===== config.mk =====
export PLATFORM = sky130hd
export DESIGN_NAME = fifo_1_to_n
export DESIGN_NICKNAME = d
export VERILOG_FILES = /design/src/rtl/fifo_1_to_n_pkg.sv /design/src/rtl/fifo_1_to_n_lane_ram.sv /design/src/rtl/fifo_1_to_n.sv
export SDC_FILE = /design/constraint.sdc
export NUM_CORES = 2
export LEC_CHECK = 0
export BUFFER_PORTS_ARGS = -buffer_cell sky130_fd_sc_hd__buf_2
export CAP_MARGIN = 20
export CORE_ASPECT_RATIO = 2
export CORE_MARGIN = 4
export CORE_UTILIZATION = 65
export CTS_CLUSTER_SIZE = 40
export DETAILED_ROUTE_END_ITERATION = 6
export GPL_TIMING_DRIVEN = 1
export HOLD_SLACK_MARGIN = 0.05
export PLACE_DENSITY_LB_ADDON = 0.1
export REMOVE_ABC_BUFFERS = 1
export SETUP_SLACK_MARGIN = 0.1
export SLEW_MARGIN = 15
export SYNTH_ARGS = -nofsm -noshare
export SYNTH_HDL_FRONTEND = slang
export SYNTH_HIERARCHICAL = 1
export SYNTH_SLANG_ARGS = --single-unit

===== constraint.sdc =====
create_clock -name i_clk -period 13.85 [get_ports i_clk]
set_clock_uncertainty 0.05 [all_clocks]
set_input_delay 2.77 -clock i_clk [delete_from_list [all_inputs] [get_ports i_clk]]
set_output_delay 2.77 -clock i_clk [all_outputs]
set_load 0.01 [all_outputs]

===== src/rtl/fifo_1_to_n_pkg.sv =====
// Shared helpers for fifo_1_to_n: capacity and count widths, lane offsets,
// and the debug counter record.
package fifo_1_to_n_pkg;

  localparam int DBG_W = 32;

  function automatic int cap_of(input int depth);
    return 1 << depth;
  endfunction

  function automatic int cnt_w(input int depth);
    return depth + 1;
  endfunction

  function automatic int lane_lo(input int k, input int lane_w);
    return k * lane_w;
  endfunction

  typedef struct packed {
    logic [DBG_W-1:0] trial;
    logic [DBG_W-1:0] count;
    logic [DBG_W-1:0] fail;
  } dbg_cnt_t;

endpackage


===== src/rtl/fifo_1_to_n_lane_ram.sv =====
// One lane of FIFO storage: CAP x LANE_W, synchronous write, asynchronous read.
// Contents are deliberately not reset; the pointers define what is valid.
module fifo_1_to_n_lane_ram
  import fifo_1_to_n_pkg::*;
#(
  parameter int LANE_W = 8,
  parameter int DEPTH  = 5
) (
  input  logic              i_clk,
  input  logic              i_wr_en,
  input  logic [DEPTH-1:0]  i_wr_addr,
  input  logic [LANE_W-1:0] i_wr_data,
  input  logic [DEPTH-1:0]  i_rd_addr,
  output logic [LANE_W-1:0] o_rd_data
);

  localparam int CAP = cap_of(DEPTH);

  logic [LANE_W-1:0] mem [CAP];

  always_ff @(posedge i_clk) begin
    if (i_wr_en) mem[i_wr_addr] <= i_wr_data;
  end

  assign o_rd_data = mem[i_rd_addr];

endmodule


===== src/rtl/fifo_1_to_n.sv =====
// Single-clock FIFO taking N*LANE_W-bit words and presenting them as N lanes
// with show-ahead read, occupancy flags/counts and optional debug counters.
module fifo_1_to_n
  import fifo_1_to_n_pkg::*;
#(
  parameter int N          = 8,
  parameter int LANE_W     = 8,
  parameter int DEPTH      = 5,
  parameter int PFULL_TH   = 8,
  parameter int PEMPTY_TH  = 8,
  parameter int DEBUG_MODE = 1
) (
  input  logic                    i_clk,
  input  logic                    i_rstn,
  input  logic                    i_wr_en,
  input  logic [N*LANE_W-1:0]     i_wr_data,
  output logic                    o_wr_full,
  output logic                    o_wr_afull,
  output logic                    o_wr_pfull,
  output logic [DEPTH:0]          o_wr_remain,
  input  logic                    i_rd_en,
  output logic [N*LANE_W-1:0]     o_rd_data,
  output logic                    o_rd_empty,
  output logic                    o_rd_aempty,
  output logic                    o_rd_pempty,
  output logic [DEPTH:0]          o_rd_depth,
  output logic [DBG_W-1:0]        o_wr_trial,
  output logic [DBG_W-1:0]        o_wr_count,
  output logic [DBG_W-1:0]        o_wr_fail,
  output logic [DBG_W-1:0]        o_rd_trial,
  output logic [DBG_W-1:0]        o_rd_count,
  output logic [DBG_W-1:0]        o_rd_fail
);

  localparam int WIDTH = N * LANE_W;
  localparam int CW    = cnt_w(DEPTH);
  localparam logic [CW-1:0] CAP_V = CW'(cap_of(DEPTH));

  logic [CW-1:0]    wr_ptr;
  logic [CW-1:0]    rd_ptr;
  logic [CW-1:0]    depth;
  logic [CW-1:0]    remain;
  logic             wr_acc;
  logic             rd_acc;
  logic [WIDTH-1:0] head_word;

  assign depth  = wr_ptr - rd_ptr;
  assign remain = CAP_V - depth;

  assign o_rd_depth  = depth;
  assign o_wr_remain = remain;
  assign o_wr_full   = (remain == '0);
  assign o_wr_afull  = (remain <= CW'(1));
  assign o_wr_pfull  = (32'(remain) <= 32'(PFULL_TH));
  assign o_rd_empty  = (depth == '0);
  assign o_rd_aempty = (depth <= CW'(1));
  assign o_rd_pempty = (32'(depth) <= 32'(PEMPTY_TH));

  assign wr_acc = i_wr_en & ~o_wr_full;
  assign rd_acc = i_rd_en & ~o_rd_empty;

  // Pointers carry one extra bit so full and empty are distinguishable.
  always_ff @(posedge i_clk or negedge i_rstn) begin
    if (!i_rstn) begin
      wr_ptr <= '0;
      rd_ptr <= '0;
    end else begin
      if (wr_acc) wr_ptr <= wr_ptr + CW'(1);
      if (rd_acc) rd_ptr <= rd_ptr + CW'(1);
    end
  end

  for (genvar k = 0; k < N; k++) begin : g_lane
    fifo_1_to_n_lane_ram #(
      .LANE_W (LANE_W),
      .DEPTH  (DEPTH)
    ) u_ram (
      .i_clk     (i_clk),
      .i_wr_en   (wr_acc),
      .i_wr_addr (wr_ptr[DEPTH-1:0]),
      .i_wr_data (i_wr_data[lane_lo(k, LANE_W) +: LANE_W]),
      .i_rd_addr (rd_ptr[DEPTH-1:0]),
      .o_rd_data (head_word[lane_lo(k, LANE_W) +: LANE_W])
    );
  end

  // Stale storage is masked so an empty FIFO always presents zero.
  assign o_rd_data = o_rd_empty ? '0 : head_word;

  dbg_cnt_t wr_dbg;
  dbg_cnt_t rd_dbg;

  if (DEBUG_MODE == 1) begin : g_dbg
    always_ff @(posedge i_clk or negedge i_rstn) begin
      if (!i_rstn) begin
        wr_dbg <= '0;
        rd_dbg <= '0;
      end else begin
        wr_dbg.trial <= wr_dbg.trial + DBG_W'(i_wr_en);
        wr_dbg.count <= wr_dbg.count + DBG_W'(wr_acc);
        wr_dbg.fail  <= wr_dbg.fail  + DBG_W'(i_wr_en & o_wr_full);
        rd_dbg.trial <= rd_dbg.trial + DBG_W'(i_rd_en);
        rd_dbg.count <= rd_dbg.count + DBG_W'(rd_acc);
        rd_dbg.fail  <= rd_dbg.fail  + DBG_W'(i_rd_en & o_rd_empty);
      end
    end
  end else begin : g_no_dbg
    assign wr_dbg = '0;
    assign rd_dbg = '0;
  end

  assign o_wr_trial = wr_dbg.trial;
  assign o_wr_count = wr_dbg.count;
  assign o_wr_fail  = wr_dbg.fail;
  assign o_rd_trial = rd_dbg.trial;
  assign o_rd_count = rd_dbg.count;
  assign o_rd_fail  = rd_dbg.fail;

endmodule


Yosys cells after proc, flatten, opt, wreduce, memory -nomap -nowiden
Memories as Yosys holds them, arrays and structs flattened. Cells that the tools add are included. Widths: inputs -> output; s select.

Register bits: 204. RAM bits: 2048. Bits of input ports: 68. Output and inout port bits: 274. Memories kept: 8.

Add/sub/neg operators: 10. Magnitude comparators: 4. Muxes and demuxes: 3. Bitwise gates (word level): 6. Reductions and logical operators: 2.

Memories: g_lane[0].u_ram.mem (depth 32, width 8, read ports 1, clocked after Yosys merged registers in 0, wr ports 1, line fifo_1_to_n_lane_ram.sv:19) `logic [LANE_W-1:0] mem [CAP];`; g_lane[1].u_ram.mem (depth 32, width 8, read ports 1, clocked after Yosys merged registers in 0, wr ports 1, line fifo_1_to_n_lane_ram.sv:19); g_lane[2].u_ram.mem (depth 32, width 8, read ports 1, clocked after Yosys merged registers in 0, wr ports 1, line fifo_1_to_n_lane_ram.sv:19); g_lane[3].u_ram.mem (depth 32, width 8, read ports 1, clocked after Yosys merged registers in 0, wr ports 1, line fifo_1_to_n_lane_ram.sv:19); g_lane[4].u_ram.mem (depth 32, width 8, read ports 1, clocked after Yosys merged registers in 0, wr ports 1, line fifo_1_to_n_lane_ram.sv:19); g_lane[5].u_ram.mem (depth 32, width 8, read ports 1, clocked after Yosys merged registers in 0, wr ports 1, line fifo_1_to_n_lane_ram.sv:19); +2 memories.

Operators with widths (number): $add 32x1->32 (6); $mux 64 (1); $add 6x1->6 const B (2); $le 6x1->1 const B (2); $le 6x4->1 const B (2); $logic_not 6->1 (2); $sub 6x6->6 (1); $sub 6x6->6 const A (1); $and 1x1->1 (4); $mux 1 (2); $not 1->1 (2).

Logic depth before layout (Yosys ltp)
Word-level depth: 7. Mapped depth: 19. Mapped depth without buffers: 19.

By module
Netlist, hierarchy kept.

By module, submodules not included: fifo_1_to_n_lane_ram (times used 8, cells an instance 409, area each 9893.2 um2, sequential area each 7687.4 um2); fifo_1_to_n (times used 1, cells an instance 858, area each 9452.8 um2, sequential area each 5104.9 um2).

Worst setup path before layout
No wires, ideal clock.

Kind: reg-to-output. Start: reg wr_ptr[4]. End: out o_rd_data[13]. Arrival time: 3.252 ns. Data required time: 11.030 ns. Slack: 7.778 ns. Cell stages (with the launch flop): 10. Buffers on the path: 2. Path through: dfrtp_1 -> ha_1 -> and2_1 -> o21a_1 -> a31oi_1 -> o311ai_4 -> or3_4 -> clkbuf_1 -> clkbuf_1 -> and2_1.

Cells in the longest elaborated chain, start to end: 3.

RTL lines: from (decl) (line fifo_1_to_n.sv:39) `logic [CW-1:0] wr_ptr;`; from (signal assigned) (line fifo_1_to_n.sv:68) `if (wr_acc) wr_ptr <= wr_ptr + CW'(1);`; $sub 6x6->6 (line fifo_1_to_n.sv:47) `assign depth = wr_ptr - rd_ptr;`; net o_rd_depth[5] (line fifo_1_to_n.sv:26) `output logic [DEPTH:0] o_rd_depth,`; $logic_not 6->1 (line fifo_1_to_n.sv:55) `assign o_rd_empty = (depth == '0);`; $mux 64 (line fifo_1_to_n.sv:88) `assign o_rd_data = o_rd_empty ? '0 : head_word;`; to (decl) (line fifo_1_to_n.sv:22) `output logic [N*LANE_W-1:0] o_rd_data,`.

The timed path passes the listed nets, and every way through them passes these cells.

Final worst setup path
Start: reg rd_ptr[2]. End: out o_rd_data[18].

RTL lines: from (decl) (line fifo_1_to_n.sv:40) `logic [CW-1:0] rd_ptr;`; from (signal assigned) (line fifo_1_to_n.sv:69) `if (rd_acc) rd_ptr <= rd_ptr + CW'(1);`; $mem_v2 32x8; net head_word[18] (line fifo_1_to_n.sv:45) `logic [WIDTH-1:0] head_word;`; $mux 64 (line fifo_1_to_n.sv:88).

The timed path passes the listed nets, and every way through them passes these cells.

==> metrics <==
Power Dens Cells=200 nW/um2; Die Width=269 um; Hold Slack=0.413 ns; most common cell after layout, fill and taps aside=edfxtp_1; Power Total=19.7 mW; total area of sequential cells=66600 um2; RSZ-0062 raised after global routing=no; Die Y=530 um; # setup viols final=0; Die Footprint=143000 um2; setup_tns=0 ns; initial antenna violation count=21; WL final=200000 um; Row Count=191; Syn-to-layout area delta=10.9%; Max Slew Vio Count=0; worst slew pin tran=1.23 ns; Sink Count=2252; Final Critical Period=8.80 ns; pre-CTS WS=5.45 ns; Setup crit end kind=output pin; Slew Limit Headroom=17.5%; Pre-antenna DRT Iters=6; kind of critical path=flop to output pin; worst hold path type=flop to flop; Setup Buffers After CTS=0; first-pass GRT wire length=294000 um; VDD IR-drop max=274 uV; Avg Vias per Cell=6.55; Fmax=0.114 GHz; Async SR Flop Fraction=9.06%; vias in the first global route=44136; root buf cell=clkbuf_16; status=complete, no violations; final hold vios=0; Static Leak=32.5 nW; most used flip-flop cell after synthesis=edfxtp_1; hold_buf cts=0; Multi-input gate area=21000 um2; total CTS buffers=189; critical path arrival=5.98 ns; via count=42184; final core occ=72.5%; crit-path max FO=68; maxcap violations=0; IO Port Bufs=341; share of cells above drive strength 1=30.3%; total congestion overflow=0; Netlist cell types=44; register area share after synthesis=75.2%; Initial Util=65.4%; #FFs+latches synth=2252; I/O Pins=342; Nets=4651; clock slew at reported path FFs=0.07 ns; largest net degree at the start of global routing=139; PostCTS Resize Cnt=0; initial drt markers=4035; DRC violations left=0; CTS tree=done; core area=136000 um2; leading cell types in the layout, fill and taps excluded=2048 x edfxtp_1, 640 x mux4_2, 340 x buf_2, 311 x nor2_1, 194 x dfrtp_1; Synth warnings=6; H-Tree Level Count=4; crit path launch type=flop; final critical-path share of the clock period=63.5%; DP Wirelength=128000 um; Worst EP required=11.03 ns; synthesized area per cell=21.5 um2; Synth Instances=4130; total track usage=28.5%; WL/cell=31.0 um; clk_lat worst skew=0.80 ns; Mapped Area=88600 um2; Filler cells=7841; CTS Buffer Depth=4; remaining antenna violation count after routing=0; final worst slack=5.05 ns; number of enable flip-flop cells after synthesis=2048; Placer Congestion=0.815
## synth_stat cells (2+ instances only)
library cell | number | share of area (%)
a21oi_1 | 6 | 0.034
and2_1 | 73 | 0.52
and3_1 | 40 | 0.28
and4_1 | 11 | 0.11
buf_1 | 48 | 0.20
buf_2 | 9 | 0.051
buf_4 | 49 | 0.42
buf_6 | 9 | 0.11
clkbuf_1 | 56 | 0.24
dfrtp_1 | 204 | 5.8
edfxtp_1 | 2048 | 69
ha_1 | 24 | 0.34
inv_1 | 17 | 0.072
mux2_2 | 64 | 0.81
mux4_2 | 640 | 16
nand2_1 | 87 | 0.37
nand2b_1 | 6 | 0.042
nand3_1 | 86 | 0.49
nand3b_1 | 41 | 0.35
nand4_1 | 36 | 0.25
nor2_1 | 313 | 1.3
nor3_1 | 8 | 0.045
nor3_2 | 2 | 0.023
nor4_1 | 4 | 0.028
o21ai_0 | 4 | 0.023
or3_1 | 9 | 0.064
or3b_2 | 24 | 0.24
or4_4 | 2 | 0.025
xnor2_1 | 148 | 1.5
xor2_1 | 48 | 0.47
## where the power goes
| group | switching [mW] | internal (mW) |
|---|---|---|
| Clock | 2.30 | 2.94 |
| Combinational | 3.31 | 2.87 |
| Sequential | 0.349 | 7.90 |
## worst max-delay path, stage by stage, from the launching register on
cell	delay, ns
dfrtp_4	1.04
buf_4	0.91
buf_4	0.78
buf_4	0.85
mux4_2	0.42
mux4_2	0.49
mux2_2	0.32
and2_1	0.14
buf_2	0.13
## state kept, by name (all words and copies together) (netlist names)
| signal | count |
|---|---|
| g_lane.u_ram/mem | 2048 |
| o_rd_count | 32 |
| o_rd_fail | 32 |
| o_rd_trial | 32 |
| o_wr_count | 32 |
| o_wr_fail | 32 |
| o_wr_trial | 32 |
| rd_ptr | 6 |
| wr_ptr | 6 |
## routing by layer
| metal | wire length, um | GRT usage, % |
|---|---|---|
| met3 | 12900 | 4.58 |
| met4 | 9590 | 12.1 |
| met5 | 158 | 0 |
| met2 | 113000 | 52.8 |
| met1 | 64400 | 32.8 |
## path summary, 6_finish.rpt
check / slack [ns] / end / startpoint / depth (start not counted)
setup / recovery: 5.05 / o_rd_data[18] / rd_ptr[2] / 8
hold / removal: 0.41 / o_rd_fail[31] / o_rd_fail[31] / 1
setup reg to reg: 6.67 / o_wr_count[28] / rd_ptr[1] / 16
hold reg to reg: 0.41 / o_rd_fail[31] / o_rd_fail[31] / 1
max in group asynchronous: 9.76 / o_rd_count[20] / i_rstn / 3
min in group asynchronous: 1.86 / o_wr_count[30] / i_rstn / 1
## logic make-up (layout without fill, tap and decap cells)
kind of cell             after synthesis  in the layout  share of synthesized area (%)
flip-flops                          2252           2252                           75.2
AND/OR/NAND/NOR                      747            747                           4.20
multiplexers                         705            705                           17.1
XOR/XNOR                             197            197                           1.96
buffers and inverters                189            756                           1.10
adder cells (fa/ha/maj)               25             25                          0.362
AO/OA/AOI/OAI                         15             15                          0.117
other                                  0              8                              0
## per-stage QoR
step / cells / area, um2
finish: 6442 / 98300
global route: 6440 / 98300
CTS: 6419 / 98000
detailed placement: 6089 / 92100
global placement: 6079 / 92000
floorplan: 3959 / 87700
## final cells by class
| class | instances | share of cell area (%) |
|---|---|---|
| Antenna cell | 8 | 0.0204 |
| Clock buffer | 242 | 5.15 |
| Clock inverter | 88 | 0.946 |
| Inverter | 18 | 0.0688 |
| Multi-Input combinational cell | 1689 | 21.4 |
| Sequential cell | 2252 | 67.8 |
| Tap cell | 1737 | 2.21 |
| Timing Repair Buffer | 408 | 2.40 |
No activity file was read; power rests on OpenSTA's default activity.
